`config.mk`:
```
export PLATFORM = sky130hd
export DESIGN_NAME = fp_addsub_sequencer_flat
export DESIGN_NICKNAME = d
export VERILOG_FILES = /design/src/rtl/fp_addsub_sequencer_if.sv /design/src/rtl/fp_addsub_sequencer.sv /design/src/flat_wrapper.sv
export SDC_FILE = /design/constraint.sdc
export NUM_CORES = 1
export LEC_CHECK = 0
export BUFFER_PORTS_ARGS = -buffer_cell sky130_fd_sc_hd__buf_2
export CORE_AREA = 2 2 128 130
export DETAILED_ROUTE_END_ITERATION = 6
export DIE_AREA = 0 0 130 132
export PLACE_DENSITY = 0.73
export SETUP_SLACK_MARGIN = 0.3
export SLEW_MARGIN = 5
export SYNTH_ARGS = -nofsm -noshare
export SYNTH_HDL_FRONTEND = slang
export SYNTH_SLANG_ARGS = --single-unit
```
`constraint.sdc`:
```
create_clock -name clk -period 3.3 [get_ports clk]
set_input_delay 0.825 -clock clk [delete_from_list [all_inputs] [get_ports clk]]
set_output_delay 0.825 -clock clk [all_outputs]
set_load 0.05 [all_outputs]
```
`src/rtl/fp_addsub_sequencer_if.sv`:
```
// Datapath handshake bundle between the add/sub sequencer and the FP datapath.
// master = sequencer side, slave = datapath side.
`timescale 1ns/1ps
interface fp_addsub_sequencer_if;
    logic        dp_start;
    logic        dp_op;
    logic [31:0] dp_a;
    logic [31:0] dp_b;
    logic        dp_done;
    logic [31:0] dp_result;

    modport master (
        output dp_start, dp_op, dp_a, dp_b,
        input  dp_done, dp_result
    );

    modport slave (
        input  dp_start, dp_op, dp_a, dp_b,
        output dp_done, dp_result
    );
endinterface

```
`src/rtl/fp_addsub_sequencer.sv`:
```
// Operator controller for the FP add/sub datapath: byte-wise operand load,
// start/done handshake, timeout, result latch and status LEDs.
// Optional macro FP_SPECIAL_BYPASS_EN: Inf/NaN operands skip the datapath.
`timescale 1ns/1ps
module fp_addsub_sequencer #(
    parameter int DIV_WIDTH      = 24,
    parameter int TIMEOUT_CYCLES = 255
) (
    input  logic                  clk,
    input  logic                  reset,
    input  logic                  mode,
    input  logic                  step,
    input  logic                  save,
    input  logic                  start,
    input  logic                  selnum,
    input  logic [1:0]            seldata,
    input  logic [7:0]            datain,
    input  logic                  op_sel,
    fp_addsub_sequencer_if.master dp,
    output logic [31:0]           result,
    output logic                  result_valid,
    output logic                  busy,
    output logic                  err,
    output logic [3:0]            leds
);
    localparam int TW = $clog2(TIMEOUT_CYCLES + 1);

    typedef enum logic [2:0] {
        S_IDLE,
        S_ISSUE,
        S_WAIT,
        S_DONE,
        S_ERR
    } state_t;

    state_t                 state;
    logic [2:0]             save_s;
    logic [2:0]             step_s;
    logic [2:0]             start_s;
    logic                   save_p;
    logic                   step_p;
    logic                   start_p;
    logic [DIV_WIDTH-1:0]   div;
    logic                   tick;
    logic [TW-1:0]          tcnt;
    logic [TW-1:0]          tcnt_inc;
    logic [31:0]            a_q;
    logic [31:0]            b_q;
    logic                   op_q;
    logic                   start_q;

    // Two-flop synchronizers plus a history flop for edge detection
    always_ff @(posedge clk or negedge reset) begin
        if (!reset) begin
            save_s  <= 3'b000;
            step_s  <= 3'b000;
            start_s <= 3'b000;
        end else begin
            save_s  <= {save_s[1:0], save};
            step_s  <= {step_s[1:0], step};
            start_s <= {start_s[1:0], start};
        end
    end

    assign save_p  = save_s[1] & ~save_s[2];
    assign step_p  = step_s[1] & ~step_s[2];
    assign start_p = start_s[1] & ~start_s[2];

    // Free-running divider for the auto-step clock enable
    always_ff @(posedge clk or negedge reset) begin
        if (!reset) begin
            div <= '0;
        end else begin
            div <= div + 1'b1;
        end
    end

    assign tick     = mode ? step_p : (&div);
    assign tcnt_inc = tcnt + 1'b1;

`ifdef FP_SPECIAL_BYPASS_EN
    logic special;
    assign special = (&a_q[30:23]) | (&b_q[30:23]);
`endif

    // Sequencer FSM with registered handshake, status and operand registers
    always_ff @(posedge clk or negedge reset) begin
        if (!reset) begin
            state        <= S_IDLE;
            a_q          <= '0;
            b_q          <= '0;
            op_q         <= 1'b0;
            start_q      <= 1'b0;
            result       <= '0;
            result_valid <= 1'b0;
            busy         <= 1'b0;
            err          <= 1'b0;
            leds         <= 4'b0001;
            tcnt         <= '0;
        end else begin
            start_q <= 1'b0;
            unique case (state)
                S_IDLE: begin
                    if (save_p) begin
                        if (selnum) b_q[{seldata, 3'b000} +: 8] <= datain;
                        else        a_q[{seldata, 3'b000} +: 8] <= datain;
                    end
                    if (start_p) begin
                        op_q         <= op_sel;
                        result_valid <= 1'b0;
                        state        <= S_ISSUE;
                        busy         <= 1'b1;
                        leds         <= 4'b0010;
                    end
                end
                S_ISSUE: begin
                    if (tick) begin
`ifdef FP_SPECIAL_BYPASS_EN
                        if (special) begin
                            result       <= 32'h7FC0_0000;
                            result_valid <= 1'b1;
                            state        <= S_DONE;
                            busy         <= 1'b0;
                            leds         <= 4'b1000;
                        end else
`endif
                        begin
                            start_q <= 1'b1;
                            tcnt    <= '0;
                            state   <= S_WAIT;
                            leds    <= 4'b0100;
                        end
                    end
                end
                S_WAIT: begin
                    if (dp.dp_done) begin
                        result       <= dp.dp_result;
                        result_valid <= 1'b1;
                        state        <= S_DONE;
                        busy         <= 1'b0;
                        leds         <= 4'b1000;
                    end else if (tcnt_inc == TW'(TIMEOUT_CYCLES)) begin
                        tcnt  <= tcnt_inc;
                        err   <= 1'b1;
                        state <= S_ERR;
                        busy  <= 1'b0;
                        leds  <= 4'b1111;
                    end else begin
                        tcnt <= tcnt_inc;
                    end
                end
                S_DONE: begin
                    if (tick) begin
                        state <= S_IDLE;
                        leds  <= 4'b0001;
                    end
                end
                S_ERR: begin
                    if (start_p) begin
                        err   <= 1'b0;
                        state <= S_IDLE;
                        leds  <= 4'b0001;
                    end
                end
                default: begin
                    state <= S_IDLE;
                    busy  <= 1'b0;
                    leds  <= 4'b0001;
                end
            endcase
        end
    end

    assign dp.dp_start = start_q;
    assign dp.dp_op    = op_q;
    assign dp.dp_a     = a_q;
    assign dp.dp_b     = b_q;
endmodule
```
`src/flat_wrapper.sv`:
```
// flat-port wrapper written by rule: the top's interface ports become plain ports
module fp_addsub_sequencer_flat 
#(
    parameter int DIV_WIDTH      = 24,
    parameter int TIMEOUT_CYCLES = 255
)
  (clk, reset, mode, step, save, start, selnum, seldata, datain, op_sel, result, result_valid, busy, err, leds, dp_dp_start, dp_dp_op, dp_dp_a, dp_dp_b, dp_dp_done, dp_dp_result);
  fp_addsub_sequencer_if dp_i ();
  input  logic clk;
  input  logic reset;
  input  logic mode;
  input  logic step;
  input  logic save;
  input  logic start;
  input  logic selnum;
  input  logic [1:0] seldata;
  input  logic [7:0] datain;
  input  logic op_sel;
  output logic [31:0] result;
  output logic result_valid;
  output logic busy;
  output logic err;
  output logic [3:0] leds;
  output wire logic [$bits(dp_i.dp_start)-1:0] dp_dp_start;
  output wire logic [$bits(dp_i.dp_op)-1:0] dp_dp_op;
  output wire logic [$bits(dp_i.dp_a)-1:0] dp_dp_a;
  output wire logic [$bits(dp_i.dp_b)-1:0] dp_dp_b;
  input wire logic [$bits(dp_i.dp_done)-1:0] dp_dp_done;
  input wire logic [$bits(dp_i.dp_result)-1:0] dp_dp_result;
  assign dp_dp_start = dp_i.dp_start;
  assign dp_dp_op = dp_i.dp_op;
  assign dp_dp_a = dp_i.dp_a;
  assign dp_dp_b = dp_i.dp_b;
  assign dp_i.dp_done = dp_dp_done;
  assign dp_i.dp_result = dp_dp_result;
  fp_addsub_sequencer #(.DIV_WIDTH(DIV_WIDTH), .TIMEOUT_CYCLES(TIMEOUT_CYCLES)) u_core (.clk(clk), .reset(reset), .mode(mode), .step(step), .save(save), .start(start), .selnum(selnum), .seldata(seldata), .datain(datain), .op_sel(op_sel), .dp(dp_i), .result(result), .result_valid(result_valid), .busy(busy), .err(err), .leds(leds));
endmodule
```
Yosys cells after proc, flatten, opt, wreduce, memory -nomap -nowiden
Cells that the tools add are included.

Flip-flop bits (word level): 149.

$add $sub $neg: 3. Equality and inequality tests: 13. Shift-type cells: 2. Muxes and demuxes: 32. Bitwise operators: 8. Reduce and logical (&&, ||, !) cells: 15.

Operator list (count): bitwise mux 32 bit (2); variable shift 8 x 7 -> 32 bit (first input constant) (1); indexed part select 8 x 7 -> 32 bit (1); adder 24 x 1 -> 24 bit (second input constant) (1); 2-to-1 mux 4 bit (6); AND reduction 24 bit (1); one-hot mux 4 bit (5 select lines) (1); 2-to-1 mux 3 bit (6); 2-to-1 mux 8 bit (2); one-hot mux 8 bit (2 select lines) (1); one-hot mux 3 bit (5 select lines) (1); AND reduction 3 bit (5); 2-to-1 mux 1 bit (10); inequality test 2 x 1 -> 1 bit (second input constant) (5); adder 8 x 1 -> 8 bit (second input constant) (1); == test 8 bit (second input constant) (1); negator 5 -> 7 bit (1); == test 3 x 2 -> 1 bit (second input constant) (2); nonzero test 2 bit (3); inverter 1 bit (5); AND reduction 5 bit (1); inequality test 2 bit (second input constant) (2); one-hot mux 1 bit (2 select lines) (2); AND reduction 2 bit (2); other kinds (8) (10).

Logic depth before layout (Yosys ltp)
Word-level depth: 5. Depth in mapped cells: 9. Mapped depth without buffers: 7.

Least setup slack after synthesis
No wires, ideal clock.

Path kind: input-to-reg. From: input port seldata[0]. To: register u_core.b_q[7] (netlist: u_core.dp.dp_b[7]). Setup time: 83 ps. Arrival time: 2025 ps. Data required time: 3217 ps. Setup slack: 1192 ps. Stages on the path: 5. Cell sequence: inv_1 > ha_1 > nor3b_1 > nand2_1 > o21ai_0.

Cells in the longest elaborated chain, start to end: 3. Elaborated cells on any way between the ends: 4. Those cells by class: add/sub: 1; shift: 2; mux: 1.

RTL lines: start, declared (RTL line flat_wrapper.sv:16) `input logic [1:0] seldata;`; negator 5 -> 7 bit * (RTL line fp_addsub_sequencer.sv:105) `if (selnum) b_q[{seldata, 3'b000} +: 8] <= datain;`; indexed part select 8 x 7 -> 32 bit / variable shift 8 x 7 -> 32 bit (equally long branches) (RTL line fp_addsub_sequencer.sv:105); bitwise mux 32 bit * (RTL line fp_addsub_sequencer.sv:105); end signal, assigned by index (RTL line fp_addsub_sequencer.sv:105); end, declared (RTL line fp_addsub_sequencer.sv:48) `logic [31:0] b_q;`.

Mark *: on every way between the ends. The rest lies on a longest branch, timed or not. A chain may end at the register's enable or synchronous reset.

Worst setup path in the final report
From: register u_core.state[1]. To: register u_core.leds[3].

Cells in the longest elaborated chain, start to end: 3. Elaborated cells on any way between the ends: 12. Those cells by class: eq/ne: 9; mux: 1; reduce/logical: 2.

RTL lines: start, declared (RTL line fp_addsub_sequencer.sv:36) `state_t state;`; start signal, assigned (RTL line fp_addsub_sequencer.sv:89) `state <= S_IDLE;`; start signal, assigned (RTL line fp_addsub_sequencer.sv:111) `state <= S_ISSUE;`; start signal, assigned (RTL line fp_addsub_sequencer.sv:130) `state <= S_WAIT;`; == test 3 x 2 -> 1 bit (tied with other cells) (RTL line fp_addsub_sequencer.sv:102) `unique case (state)`; inequality test 3 x 2 -> 1 bit (no source line) / inequality test 2 x 1 -> 1 bit (equally long branches); AND reduction 5 bit (no source line); end signal, assigned (RTL line fp_addsub_sequencer.sv:98) `leds <= 4'b0001;`; end signal, assigned (RTL line fp_addsub_sequencer.sv:113) `leds <= 4'b0010;`; end signal, assigned (RTL line fp_addsub_sequencer.sv:131) `leds <= 4'b0100;`; end, declared (RTL line fp_addsub_sequencer.sv:24) `output logic [3:0] leds`.

Several ways; a longest one is shown, not always the timed one.

==> results.py <==
metrics = {
    "logic_synthesis": {
        "async_flop_share": 1.00,
        "yosysWarnings": 0,
        "yosys-top-cells-area": "dfrtp_1, mux2_2, nand2_1",
        "synth-edff-count": 0,
        "syn-num-nets": 559,
        "synth_seq_area_share": 0.603,
        "synth_ff_type": "dfrtp_1",
        "synthTopCellsByCount": "dfrtp_1, mux2_2, nand2_1",
        "syn_avg_cell_area_um2": 12.4,
        "syn_inst": 500,
        "yosys.area.top_type": "dfrtp_1",
        "synth_area_mm2": 0.00618,
        "synth.distinct_cells": 48,
        "synth_top_area_share": 0.599,
        "ys_ff_latch": 149,
        "yosysMostFrequentCell": "dfrtp_1",
    },
    "global_routing": {
        "grt_pass1_wl_um": 21700,
        "antenna_found_initial": 1,
        "grt_start_max_net_pins": 61,
        "globalRoute.totalOverflow": 0,
        "grt_util_all_layers": 0.162,
        "grt_pass1_vias": 4117,
    },
    "finish": {
        "layout-drive-gt1-share": 0.409,
        "layout.nets": 725,
        "diodes": 0,
        "syn_to_final_growth_pct": 26.6,
    },
    "route": {
        "drtIter0Drc": 139,
        "drcViolationCount": 0,
        "routedWlPerCell_um": 15.3,
        "antenna_left": 0,
        "viasPerCell": 4.83,
        "first_pass_iters": 4,
        "via_count": 4325,
        "drt_wl_total_um": 13700,
    },
    "timing": {
        "drv_slew": 0,
        "fmax_ghz": 0.426,
        "fin_tns_setup_ns": 0,
        "max_slew_margin": 0.619,
        "worst_pin_slew_ns": 0.572,
        "setup_viol": 0,
        "rsz0062_at_grt": "no",
        "hold_viol_final": 0,
        "min_period_ns": 2.35,
        "fin_crit_sh": 0.712,
        "finalWorstSetupSlack_ns": 0.950,
        "finClkSkew_ns": 0.00804,
    },
    "min_path": {
        "hp-start": "u_core.save_s[0]",
        "hold_path.class": "register to register",
        "min_path_cells": 0,
        "hold_end": "u_core.save_s[1]",
    },
    "place": {
        "gp_congestion": 0.833,
        "dp_hpwl_um": 9890,
        "io_buffer_count": 155,
        "pre_cts_ws_ns": 0.896,
    },
    "critical_path": {
        "crit_slowest_cell": "dfrtp_1",
        "ff2ff_path_depth": 6,
        "r2r_setup_slack_ns": 0.95,
        "timing_worst_setup_path_type": "register to register",
        "r2r_end": "u_core.leds[3]",
        "worst-path-max-fanout": 13,
        "cp_slowest_stage_delay_ns": 0.51,
        "critPathTopFamily": "simple AND/OR/NAND/NOR gates",
        "cp.arrival_ns": 2.69,
        "crit_chain": "or3b_1 -> or2_0 -> a41oi_2 -> a221oi_2 -> a21boi_4 -> mux2i_1",
        "worst_setup_path_start_kind": "register",
        "rr_startpoint": "u_core.state[1]",
        "crit_required_ns": 3.64,
        "endpoint_kind": "register",
        "cp_num_buf_inv": 0,
    },
    "die": {
        "fp.dieH_um": 132,
        "die_area_mm2": 0.0172,
        "ios": 156,
        "rows": 46,
        "dieWidth_um": 130,
        "start_util": 0.394,
        "core_area_mm2": 0.0157,
    },
    "power": {
        "ir_worst_vdd_mv": 0.424,
        "p_leak_uw": 0.00396,
        "power_density_mw_per_mm2": 867,
        "intPower_uw": 4110,
        "comb_power_share": 0.352,
        "clock_power_share": 0.291,
        "sw_frac_of_total": 0.394,
        "power.net_switching_uw": 2680,
        "power_frac_seq": 0.357,
    },
    "cts": {
        "ctsLongestPathBuffers": 2,
        "cts.sinks": 149,
        "clk_pin_slew_worst_paths_ns": 0.06,
        "clockRootBuffer": "clkbuf_16",
        "cts_max_level": 4,
        "clk_latency_ns": 0.42,
        "post-cts-setup-buffer-count": 0,
        "cts_resized": 0,
        "hold_buffers": 0,
        "numCtsBuffers": 17,
        "cts_tree": "done",
    },
    "outcome": {
        "status": "complete, no violations",
    },
    "flow_run": {
        "maxCapViolations": 0,
    },
}
==> layout by cell type (no fill, tap or decap), drive strengths merged, types with 3 or more instances in the layout <==
master / netlist / routed
o31ai: 4 / 4
nand2: 50 / 50
xnor2: 12 / 12
inv: 9 / 11
and3: 5 / 5
a21oi: 4 / 4
nor2: 45 / 45
nand4: 8 / 8
buf: 7 / 162
nor2b: 4 / 4
nand3: 17 / 17
clkbuf: 8 / 22
bufinv: 0 / 3
dfrtp: 148 / 148
a31oi: 3 / 3
mux2: 81 / 81
xor2: 11 / 11
nand2b: 15 / 15
o21ai: 26 / 26
clkinvlp: 0 / 3
ha: 8 / 8
nand3b: 3 / 3
nor3: 6 / 6
==> layout make-up <==
class	count	area, um2
Clock inverter	10	148
Fill cell	1451	7880
Inverter	9	33.8
Tap cell	216	270
Clock buffer	22	454
Sequential cell	149	3730
Timing Repair Buffer	162	847
Multi-Input combinational cell	327	2350
==> power groups by stage <==
stage / sequential, uW / clock [uW] / combinational, uW
2_1_floorplan: 3540 / 0 / 761
3_3_place_gp: 2450 / 0 / 2390
3_5_place_dp: 2460 / 0 / 2420
4_1_cts: 2430 / 2010 / 2420
5_1_grt: 2480 / 2090 / 2540
6_report: 2430 / 1970 / 2390
==> cells by family after synthesis <==
logic type	share of synthesized area
fa+ha+maj	0.0162
buf+inv	0.0174
mux	0.149
flops	0.603
compound gates	0.0571
simple gates	0.125
xor+xnor	0.0326
==> through the flow <==
step                 util  power [uW]  area, um2  instances  hold slack (ns)
detailed placement  0.460        4880       7230        863            0.345
global route        0.498        7120       7830        895            0.360
floorplan               -        4300       6180        500            0.331
global placement    0.460        4840       7230        863            0.334
finish              0.498        6790       7830        895            0.351
CTS                 0.498        6860       7830        895            0.358
==> per-layer routing <==
metal,vias to the layer above,part of all wire,global-route usage
li1,2070,-,-
met1,2109,0.45,0.214
met2,126,0.46,0.250
met3,18,0.071,0.0601
met4,2,0.012,0.0484
met5,-,0.00088,0
==> how the worst max path moves through the flow <==
stage / cells after the start / endpoint / slack, ns / startpoint
6_report: 6 / u_core.leds[3] / 0.95 / u_core.state[1]
5_1_grt: 6 / u_core.leds[2] / 0.73 / u_core.state[1]
4_1_cts: 6 / u_core.leds[3] / 0.95 / u_core.state[1]
3_5_place_dp: 6 / u_core.tcnt[7] / 0.90 / mode
3_3_place_gp: 6 / u_core.tcnt[7] / 0.95 / mode
2_1_floorplan: 5 / u_core.dp.dp_b[7] / 1.19 / seldata[0]
==> worst reg2reg max path: stages, from the launching register on <==
cell and delay (ns):
dfrtp_1 0.51, or3b_1 0.43, or2_0 0.39, a41oi_2 0.09, a221oi_2 0.35, a21boi_4 0.30, mux2i_1 0.20
==> state kept, by name, indices dropped and copies added (netlist names) <==
signal,cells
u_core.dp.dp_a,32
u_core.dp.dp_b,32
u_core.result,32
u_core.div,24
u_core.tcnt,8
u_core.leds,4
u_core.save_s,3
u_core.start_s,3
u_core.state,3
u_core.step_s,3
u_core.busy,1
u_core.dp.dp_op,1
u_core.dp.dp_start,1
u_core.err,1
u_core.result_valid,1
Note: power is estimated with default switching activity, not from simulation.
